File: config.mk
export PLATFORM = sky130hd
export DESIGN_NAME = regfile_sb_flat
export DESIGN_NICKNAME = d
export VERILOG_FILES = /design/src/rtl/regfile_sb_if.sv /design/src/rtl/regfile_sb.sv /design/src/flat_wrapper.sv
export SDC_FILE = /design/constraint.sdc
export NUM_CORES = 2
export LEC_CHECK = 0
export CORE_UTILIZATION = 45
export CTS_BUF_LIST = sky130_fd_sc_hd__clkbuf_8
export CTS_CLUSTER_SIZE = 14
export DETAILED_ROUTE_END_ITERATION = 8
export GPL_TIMING_DRIVEN = 0
export PLACE_DENSITY = 0.69
export SYNTH_ARGS = -nofsm -noshare
export SYNTH_HDL_FRONTEND = slang
export SYNTH_SLANG_ARGS = --single-unit
File: constraint.sdc
create_clock -name clk -period 80.2 [get_ports clk]
set_clock_uncertainty 0.05 [all_clocks]
set_input_delay 16.04 -clock clk [delete_from_list [all_inputs] [get_ports clk]]
set_output_delay 16.04 -clock clk [all_outputs]
set_load 0.005 [all_outputs]
File: src/rtl/regfile_sb_if.sv
// Bundle of read, writeback, issue-allocate and flush signals between the
// decode stage (master) and the register file / scoreboard (slave).
interface regfile_sb_if #(
  parameter int DATA_W = 32,
  parameter int ADDR_W = 5
) ();
  logic [ADDR_W-1:0] raddr1;
  logic [DATA_W-1:0] rdata1;
  logic              rbusy1;
  logic [ADDR_W-1:0] raddr2;
  logic [DATA_W-1:0] rdata2;
  logic              rbusy2;
  logic              we;
  logic [ADDR_W-1:0] waddr;
  logic [DATA_W-1:0] wdata;
  logic              alloc_en;
  logic [ADDR_W-1:0] alloc_addr;
  logic              flush;
  logic [ADDR_W:0]   busy_cnt;

  modport master (
    output raddr1, raddr2, we, waddr, wdata, alloc_en, alloc_addr, flush,
    input  rdata1, rbusy1, rdata2, rbusy2, busy_cnt
  );

  modport slave (
    input  raddr1, raddr2, we, waddr, wdata, alloc_en, alloc_addr, flush,
    output rdata1, rbusy1, rdata2, rbusy2, busy_cnt
  );
endinterface

File: src/rtl/regfile_sb.sv
// Two-read/one-write register file with write-to-read bypass and a per-register
// busy scoreboard that issue sets, writeback clears and flush wipes.
module regfile_sb #(
  parameter int DATA_W   = 32,
  parameter int ADDR_W   = 5,
  parameter int ZERO_REG = 1
) (
  input  logic         clk,
  input  logic         rst,
  regfile_sb_if.slave  bus
);
  localparam int DEPTH   = 1 << ADDR_W;
  localparam bit ZERO_EN = (ZERO_REG != 0);

  logic [DATA_W-1:0] r_mem [DEPTH];
  logic [DEPTH-1:0]  r_busy;
  logic [ADDR_W:0]   r_busyCnt;

  logic              w_wrV;
  logic              w_alV;
  logic [DEPTH-1:0]  w_busyNext;
  logic [ADDR_W:0]   w_popCnt;

  // Reset gates the write so neither bypass nor the edge can commit data.
  assign w_wrV = bus.we & ~rst & ~(ZERO_EN && (bus.waddr == '0));
  assign w_alV = bus.alloc_en & ~bus.flush & ~(ZERO_EN && (bus.alloc_addr == '0));

  always_comb begin
    bus.rdata1 = r_mem[bus.raddr1];
    bus.rbusy1 = r_busy[bus.raddr1];
    if (rst || (ZERO_EN && (bus.raddr1 == '0))) begin
      bus.rdata1 = '0;
      bus.rbusy1 = 1'b0;
    end else if (w_wrV && (bus.waddr == bus.raddr1)) begin
      bus.rdata1 = bus.wdata;
      bus.rbusy1 = 1'b0;
    end
  end

  always_comb begin
    bus.rdata2 = r_mem[bus.raddr2];
    bus.rbusy2 = r_busy[bus.raddr2];
    if (rst || (ZERO_EN && (bus.raddr2 == '0))) begin
      bus.rdata2 = '0;
      bus.rbusy2 = 1'b0;
    end else if (w_wrV && (bus.waddr == bus.raddr2)) begin
      bus.rdata2 = bus.wdata;
      bus.rbusy2 = 1'b0;
    end
  end

  // Set after clear so a same-address allocate beats the writeback.
  always_comb begin
    w_busyNext = r_busy;
    if (bus.flush) begin
      w_busyNext = '0;
    end else begin
      if (w_wrV) w_busyNext[bus.waddr] = 1'b0;
      if (w_alV) w_busyNext[bus.alloc_addr] = 1'b1;
    end
  end

  always_comb begin
    w_popCnt = '0;
    for (int i = 0; i < DEPTH; i++) begin
      w_popCnt = w_popCnt + (ADDR_W+1)'(w_busyNext[i]);
    end
  end

  always_ff @(posedge clk or posedge rst) begin
    if (rst) begin
      for (int i = 0; i < DEPTH; i++) begin
        r_mem[i] <= '0;
      end
      r_busy    <= '0;
      r_busyCnt <= '0;
    end else begin
      if (w_wrV) r_mem[bus.waddr] <= bus.wdata;
      r_busy    <= w_busyNext;
      r_busyCnt <= w_popCnt;
    end
  end

  assign bus.busy_cnt = r_busyCnt;
endmodule

File: src/flat_wrapper.sv
// flat-port wrapper written by rule: the top's interface ports become plain ports
module regfile_sb_flat 
#(
  parameter int DATA_W   = 32,
  parameter int ADDR_W   = 5,
  parameter int ZERO_REG = 1
)
  (clk, rst, bus_raddr1, bus_raddr2, bus_we, bus_waddr, bus_wdata, bus_alloc_en, bus_alloc_addr, bus_flush, bus_rdata1, bus_rbusy1, bus_rdata2, bus_rbusy2, bus_busy_cnt);
  regfile_sb_if #(.DATA_W(DATA_W), .ADDR_W(ADDR_W)) bus_i ();
  input  logic clk;
  input  logic rst;
  input wire logic [$bits(bus_i.raddr1)-1:0] bus_raddr1;
  input wire logic [$bits(bus_i.raddr2)-1:0] bus_raddr2;
  input wire logic [$bits(bus_i.we)-1:0] bus_we;
  input wire logic [$bits(bus_i.waddr)-1:0] bus_waddr;
  input wire logic [$bits(bus_i.wdata)-1:0] bus_wdata;
  input wire logic [$bits(bus_i.alloc_en)-1:0] bus_alloc_en;
  input wire logic [$bits(bus_i.alloc_addr)-1:0] bus_alloc_addr;
  input wire logic [$bits(bus_i.flush)-1:0] bus_flush;
  output wire logic [$bits(bus_i.rdata1)-1:0] bus_rdata1;
  output wire logic [$bits(bus_i.rbusy1)-1:0] bus_rbusy1;
  output wire logic [$bits(bus_i.rdata2)-1:0] bus_rdata2;
  output wire logic [$bits(bus_i.rbusy2)-1:0] bus_rbusy2;
  output wire logic [$bits(bus_i.busy_cnt)-1:0] bus_busy_cnt;
  assign bus_i.raddr1 = bus_raddr1;
  assign bus_i.raddr2 = bus_raddr2;
  assign bus_i.we = bus_we;
  assign bus_i.waddr = bus_waddr;
  assign bus_i.wdata = bus_wdata;
  assign bus_i.alloc_en = bus_alloc_en;
  assign bus_i.alloc_addr = bus_alloc_addr;
  assign bus_i.flush = bus_flush;
  assign bus_rdata1 = bus_i.rdata1;
  assign bus_rbusy1 = bus_i.rbusy1;
  assign bus_rdata2 = bus_i.rdata2;
  assign bus_rbusy2 = bus_i.rbusy2;
  assign bus_busy_cnt = bus_i.busy_cnt;
  regfile_sb #(.DATA_W(DATA_W), .ADDR_W(ADDR_W), .ZERO_REG(ZERO_REG)) u_core (.clk(clk), .rst(rst), .bus(bus_i));
endmodule
==> run summary <==
STATUS
--------------------------------------------------------------------------------
Outcome                                                             complete, but fails checks
Violations in the final reports                                     max-capacitance violations, max-slew violations

PWR
--------------------------------------------------------------------------------
Net switching power of the design                                       414.0 uW
Proportion of total power due to net switching                            29.28%
LEAKAGE                                                                 29.34 nW
Seq pwr share                                                              46.1%
Power density over the cells                                        21.61 mW/mm^2
Clock power share                                                          34.8%
Internal Power                                                          999.8 uW
Worst voltage drop across the vdd grid                                0.01865 mV
Combinational group share of total power                                   19.0%

DIE
--------------------------------------------------------------------------------
Floorplan Core Area                                                 0.1280 sq mm
Number of top-level pins                                                     129
Initial Util                                                              45.51%
Vertical die dimension                                                  361.8 um
Die width                                                               361.8 um
Area of the die                                                     0.1309 sq mm
FP Rows                                                                      131

GRT
--------------------------------------------------------------------------------
First-pass GRT wire length                                              300.8 mm
Remaining global-route overflow                                                0
Largest net degree at the start of global routing                            126
Via count of the first global-routing pass                                 40070
Total GRT Usage                                                           32.72%
Number of antenna violations at the first check in global routing             10

FINAL LAYOUT
--------------------------------------------------------------------------------
Share of cells above drive strength 1                                     47.03%
Area used by multi-input combinational logic                        0.02949 sq mm
Area of all sequential standard cells                               0.02658 sq mm
Filler instances                                                           10830
Fin util                                                                  51.10%
Final net count                                                             4295
Area added between synthesis and finish                                   12.29%

LOGIC SYNTHESIS
--------------------------------------------------------------------------------
Number of nets produced by synthesis                                        3989
Total number of yosys warnings                                                 0
Count of mapped cells out of synthesis                                      3900
Adder-cell area share of the yosys netlist                               0.9966%
Number of flops mapped to enable cells by yosys                                0
Post-synthesis area per instance                                     14.94 sq um
Sequential-to-total area share from yosys stat                            45.62%
Cell Area, Synth                                                    0.05826 sq mm
Total of flip-flops plus latches after synthesis                            1062
Share of the synthesized netlist area taken by xor and xnor gates        0.1954%
Async S/R FF share, synth                                                 100.0%
Complex-gate fraction of the synthesized area                             3.522%
Unique cell type count in the Yosys netlist                                   53
Post-Synth Simple-Gate Area                                               2.373%
Multiplexer share of the synthesized area                                 43.53%
Dominant synthesized flop cell                                      sky130_fd_sc_hd__dfrtp_1
Combinational family with the most area after synthesis             multiplexers

CLOCKING
--------------------------------------------------------------------------------
Clock buffer count from CTS                                                  179
Clock slew at reported path FFs                                            60 ps
Buffer count from post-CTS setup fixing                                        0
Worst skew pair latency                                                   940 ps
Htree depth                                                                    4
Number of gates resized after cts                                              0
Number of sinks on the clock net                                            1062
Clock tree from TritonCTS                                                    yes
Hold Buf Count CTS                                                             0
Clock root cell                                                     sky130_fd_sc_hd__clkbuf_8
Largest buffer count on any clock path                                         3

CRITICAL PATH
--------------------------------------------------------------------------------
Worst setup slack for register-to-register paths                        74810 ps
Critical path data arrival time                                         21910 ps
Sort of element at the end of the critical path                       output pin
Data required time at the worst endpoint                                64110 ps
Critical path launch point type                                        input pin
Kind of critical path                                                  in -> out
Worst reg2reg endpoint                                              u_core.bus.busy_cnt[4]$_DFF_PP0_
Startpoint of the lowest-slack register-to-register path            u_core.r_busy[1]$_DFF_PP0_
Critical-path maximum fanout                                                 121
Depth of the worst register-to-register path                                  16

STA
--------------------------------------------------------------------------------
Setup repair after global routing missed its margin                        false
Worst-margin pin slew                                                    1506 ps
Number of hold violations in the final report                                  0
Number of pins with negative max-slew slack in the final report               10
Fmax achieved                                                        0.02632 GHz
Final critical-path share of the clock period                             47.38%
Slew margin rel.                                                        -0.4297%
Time the final worst path needs with I/O delays and setup               38000 ps
Number of setup violations in the final report                                 0
Setup TNS                                                                   0 ps

ROUTE
--------------------------------------------------------------------------------
DRT Wirelength                                                          212.7 mm
Met2 routed WL                                                          92.54 mm
DRC violation total after the first TritonRoute iteration                   5479
Number of iterations in the first detailed-routing pass                        6
Highest metal layer used by the detailed router                             met5
Routed length per instance                                              35.03 um
Antenna Violating Nets Remaining                                               0
Via count                                                                  40690
Sum of routed wire segments on met1                                     81.09 mm
Total DRC errors in the routed layout                                          0
Met3 wirelength from detailed routing                                   25.56 mm
Via density per instance                                                   6.702

WORST HOLD PATH
--------------------------------------------------------------------------------
Class of the tightest hold or removal check                           reg -> reg
Terminating pin of the worst hold path                              u_core.r_mem[996]$_DFFE_PP0P_
Hold Crit Depth                                                                1
Worst Min Path Start                                                u_core.r_mem[996]$_DFFE_PP0P_

RUN
--------------------------------------------------------------------------------
Max-cap violations                                                             1

PLACED DESIGN
--------------------------------------------------------------------------------
Placer Congestion                                                          1.024
Dpl hpwl                                                                154.6 mm
Number of port buffers                                                       116

-- cell families after synthesis --
logic type / count (synthesis)
xor+xnor: 13
compound gates: 281
simple gates: 284
flops: 1062
mux: 1739
buf+inv: 489
fa+ha+maj: 32
-- worst max-delay path, cell delays in order --
cell,delay (ps)
sky130_fd_sc_hd__clkdlybuf4s50_1,730
sky130_fd_sc_hd__inv_8,720
sky130_fd_sc_hd__buf_16,440
sky130_fd_sc_hd__buf_16,470
sky130_fd_sc_hd__o21ai_0,370
sky130_fd_sc_hd__nor2_1,740
sky130_fd_sc_hd__clkbuf_1,760
sky130_fd_sc_hd__o2111ai_1,440
sky130_fd_sc_hd__nand2_1,390
sky130_fd_sc_hd__clkdlybuf4s50_1,580
-- cells in the final DEF, fill, tap and decap left out, types with 9 or more instances in the layout --
cell type                         instances
sky130_fd_sc_hd__clkbuf_1               214
sky130_fd_sc_hd__buf_6                    9
sky130_fd_sc_hd__nand2_1                122
sky130_fd_sc_hd__a21o_1                  24
sky130_fd_sc_hd__or3_1                   16
sky130_fd_sc_hd__clkdlybuf4s50_1        116
sky130_fd_sc_hd__mux2i_1                171
sky130_fd_sc_hd__mux4_2                 532
sky130_fd_sc_hd__o21ai_0                 11
sky130_fd_sc_hd__nor2_1                  38
sky130_fd_sc_hd__nor3_1                  10
sky130_fd_sc_hd__o211ai_1                14
sky130_fd_sc_hd__o2111ai_1               31
sky130_fd_sc_hd__nand2b_1                13
sky130_fd_sc_hd__nand3_1                 10
sky130_fd_sc_hd__buf_1                   34
sky130_fd_sc_hd__mux2_2                1036
sky130_fd_sc_hd__inv_1                  101
sky130_fd_sc_hd__buf_2                  168
sky130_fd_sc_hd__a21oi_1                 33
sky130_fd_sc_hd__dfrtp_1               1062
sky130_fd_sc_hd__buf_4                   21
sky130_fd_sc_hd__fa_1                    24
sky130_fd_sc_hd__a211o_1                 18
sky130_fd_sc_hd__o22ai_1                 33
sky130_fd_sc_hd__xnor2_1                 12
sky130_fd_sc_hd__a211oi_1                68
sky130_fd_sc_hd__a22oi_1                 40
sky130_fd_sc_hd__nor2b_1                 44
sky130_fd_sc_hd__clkinv_2                14
sky130_fd_sc_hd__buf_16                   9
sky130_fd_sc_hd__clkbuf_8               225
-- worst max-delay path by stage --
stage                     startpoint        endpoint  slack [ps]  cells past startpoint
after global placement           rst  bus_rdata1[10]        3120                      8
after CTS                        rst  bus_rdata1[10]       42280                     10
final                            rst  bus_rdata1[10]       42200                     10
after detailed placement         rst  bus_rdata1[10]       42300                     10
after global routing             rst  bus_rdata1[11]       42000                     10
after floorplan                  rst   bus_rdata1[0]       21850                      6
-- cell usage after synthesis, types with 2 or more instances --
| library cell | number | area, sq um |
|---|---|---|
| sky130_fd_sc_hd__nand4_1 | 6 | 37.54 |
| sky130_fd_sc_hd__mux2_2 | 1036 | 11670 |
| sky130_fd_sc_hd__buf_1 | 34 | 127.6 |
| sky130_fd_sc_hd__and3_1 | 4 | 25.02 |
| sky130_fd_sc_hd__o211ai_1 | 14 | 105.1 |
| sky130_fd_sc_hd__and2_1 | 2 | 12.51 |
| sky130_fd_sc_hd__o2111ai_1 | 31 | 271.5 |
| sky130_fd_sc_hd__o21ai_0 | 11 | 55.05 |
| sky130_fd_sc_hd__nor2b_1 | 44 | 275.3 |
| sky130_fd_sc_hd__buf_2 | 168 | 840.8 |
| sky130_fd_sc_hd__a221oi_1 | 2 | 17.52 |
| sky130_fd_sc_hd__dfrtp_1 | 1062 | 26580 |
| sky130_fd_sc_hd__clkbuf_1 | 214 | 803.3 |
| sky130_fd_sc_hd__or2_2 | 4 | 25.02 |
| sky130_fd_sc_hd__nor3_1 | 11 | 55.05 |
| sky130_fd_sc_hd__nand3_1 | 10 | 50.05 |
| sky130_fd_sc_hd__ha_1 | 8 | 100.1 |
| sky130_fd_sc_hd__a211o_1 | 18 | 157.7 |
| sky130_fd_sc_hd__buf_6 | 9 | 101.4 |
| sky130_fd_sc_hd__o22ai_1 | 33 | 206.5 |
| sky130_fd_sc_hd__nor2_1 | 38 | 142.6 |
| sky130_fd_sc_hd__fa_1 | 24 | 480.5 |
| sky130_fd_sc_hd__mux4_2 | 532 | 11980 |
| sky130_fd_sc_hd__a22oi_1 | 40 | 300.3 |
| sky130_fd_sc_hd__a21o_1 | 24 | 180.2 |
| sky130_fd_sc_hd__mux2i_1 | 171 | 1712 |
| sky130_fd_sc_hd__a211oi_1 | 68 | 510.5 |
| sky130_fd_sc_hd__inv_1 | 43 | 161.4 |
| sky130_fd_sc_hd__nand2_1 | 122 | 457.9 |
| sky130_fd_sc_hd__nand2b_1 | 13 | 81.33 |
| sky130_fd_sc_hd__a21oi_1 | 33 | 165.2 |
| sky130_fd_sc_hd__or3_1 | 16 | 100.1 |
| sky130_fd_sc_hd__nor3b_1 | 3 | 22.52 |
| sky130_fd_sc_hd__buf_4 | 21 | 157.7 |
| sky130_fd_sc_hd__xnor2_1 | 12 | 105.1 |
| sky130_fd_sc_hd__o211ai_4 | 2 | 42.54 |
-- cell type report --
type / count / share of cell area (%)
plain buffers: 446 / 3.104
diodes: 5 / 0.01913
well taps: 1729 / 3.307
clock buffers: 225 / 4.734
inverters: 43 / 0.2582
repair buffers: 125 / 2.154
multi-input cells: 2349 / 45.09
clock inverters: 88 / 0.7115
flip-flops and latches: 1062 / 40.63
-- flip-flops by register name (all words and copies together), names as in the netlist --
name                 cells
u_core.r_mem          1024
u_core.r_busy           32
u_core.bus.busy_cnt      6
-- power groups by stage --
stage | clock (mW) | combinational [mW] | sequential (mW)
floorplan | 0 | 0.186 | 0.644
global placement | 0 | 0.257 | 0.656
detailed placement | 0 | 0.263 | 0.659
CTS | 0.494 | 0.264 | 0.649
global route | 0.519 | 0.279 | 0.660
finish | 0.492 | 0.269 | 0.652
-- through the flow --
| step | cells | setup slack, ps | hold WS [ps] | power, mW | cell area (sq um) |
|---|---|---|---|---|---|
| floorplan | 3900 | 21850 | 391.3 | 0.8302 | 58260 |
| global placement | 5745 | 3121 | 404.1 | 0.9129 | 61580 |
| detailed placement | 5754 | 42300 | 413.7 | 0.9213 | 61840 |
| CTS | 6067 | 42280 | 432.7 | 1.407 | 65400 |
| global route | 6068 | 42000 | 446.0 | 1.458 | 65410 |
| finish | 6072 | 42200 | 430.7 | 1.414 | 65420 |
-- routing by layer --
layer	track usage [%]	up-vias
met4	18.14	8
met1	43.08	21740
met5	0	-
met2	47.44	2667
li1	-	15600
met3	11.19	679
Note: power is estimated with default switching activity, not from simulation.
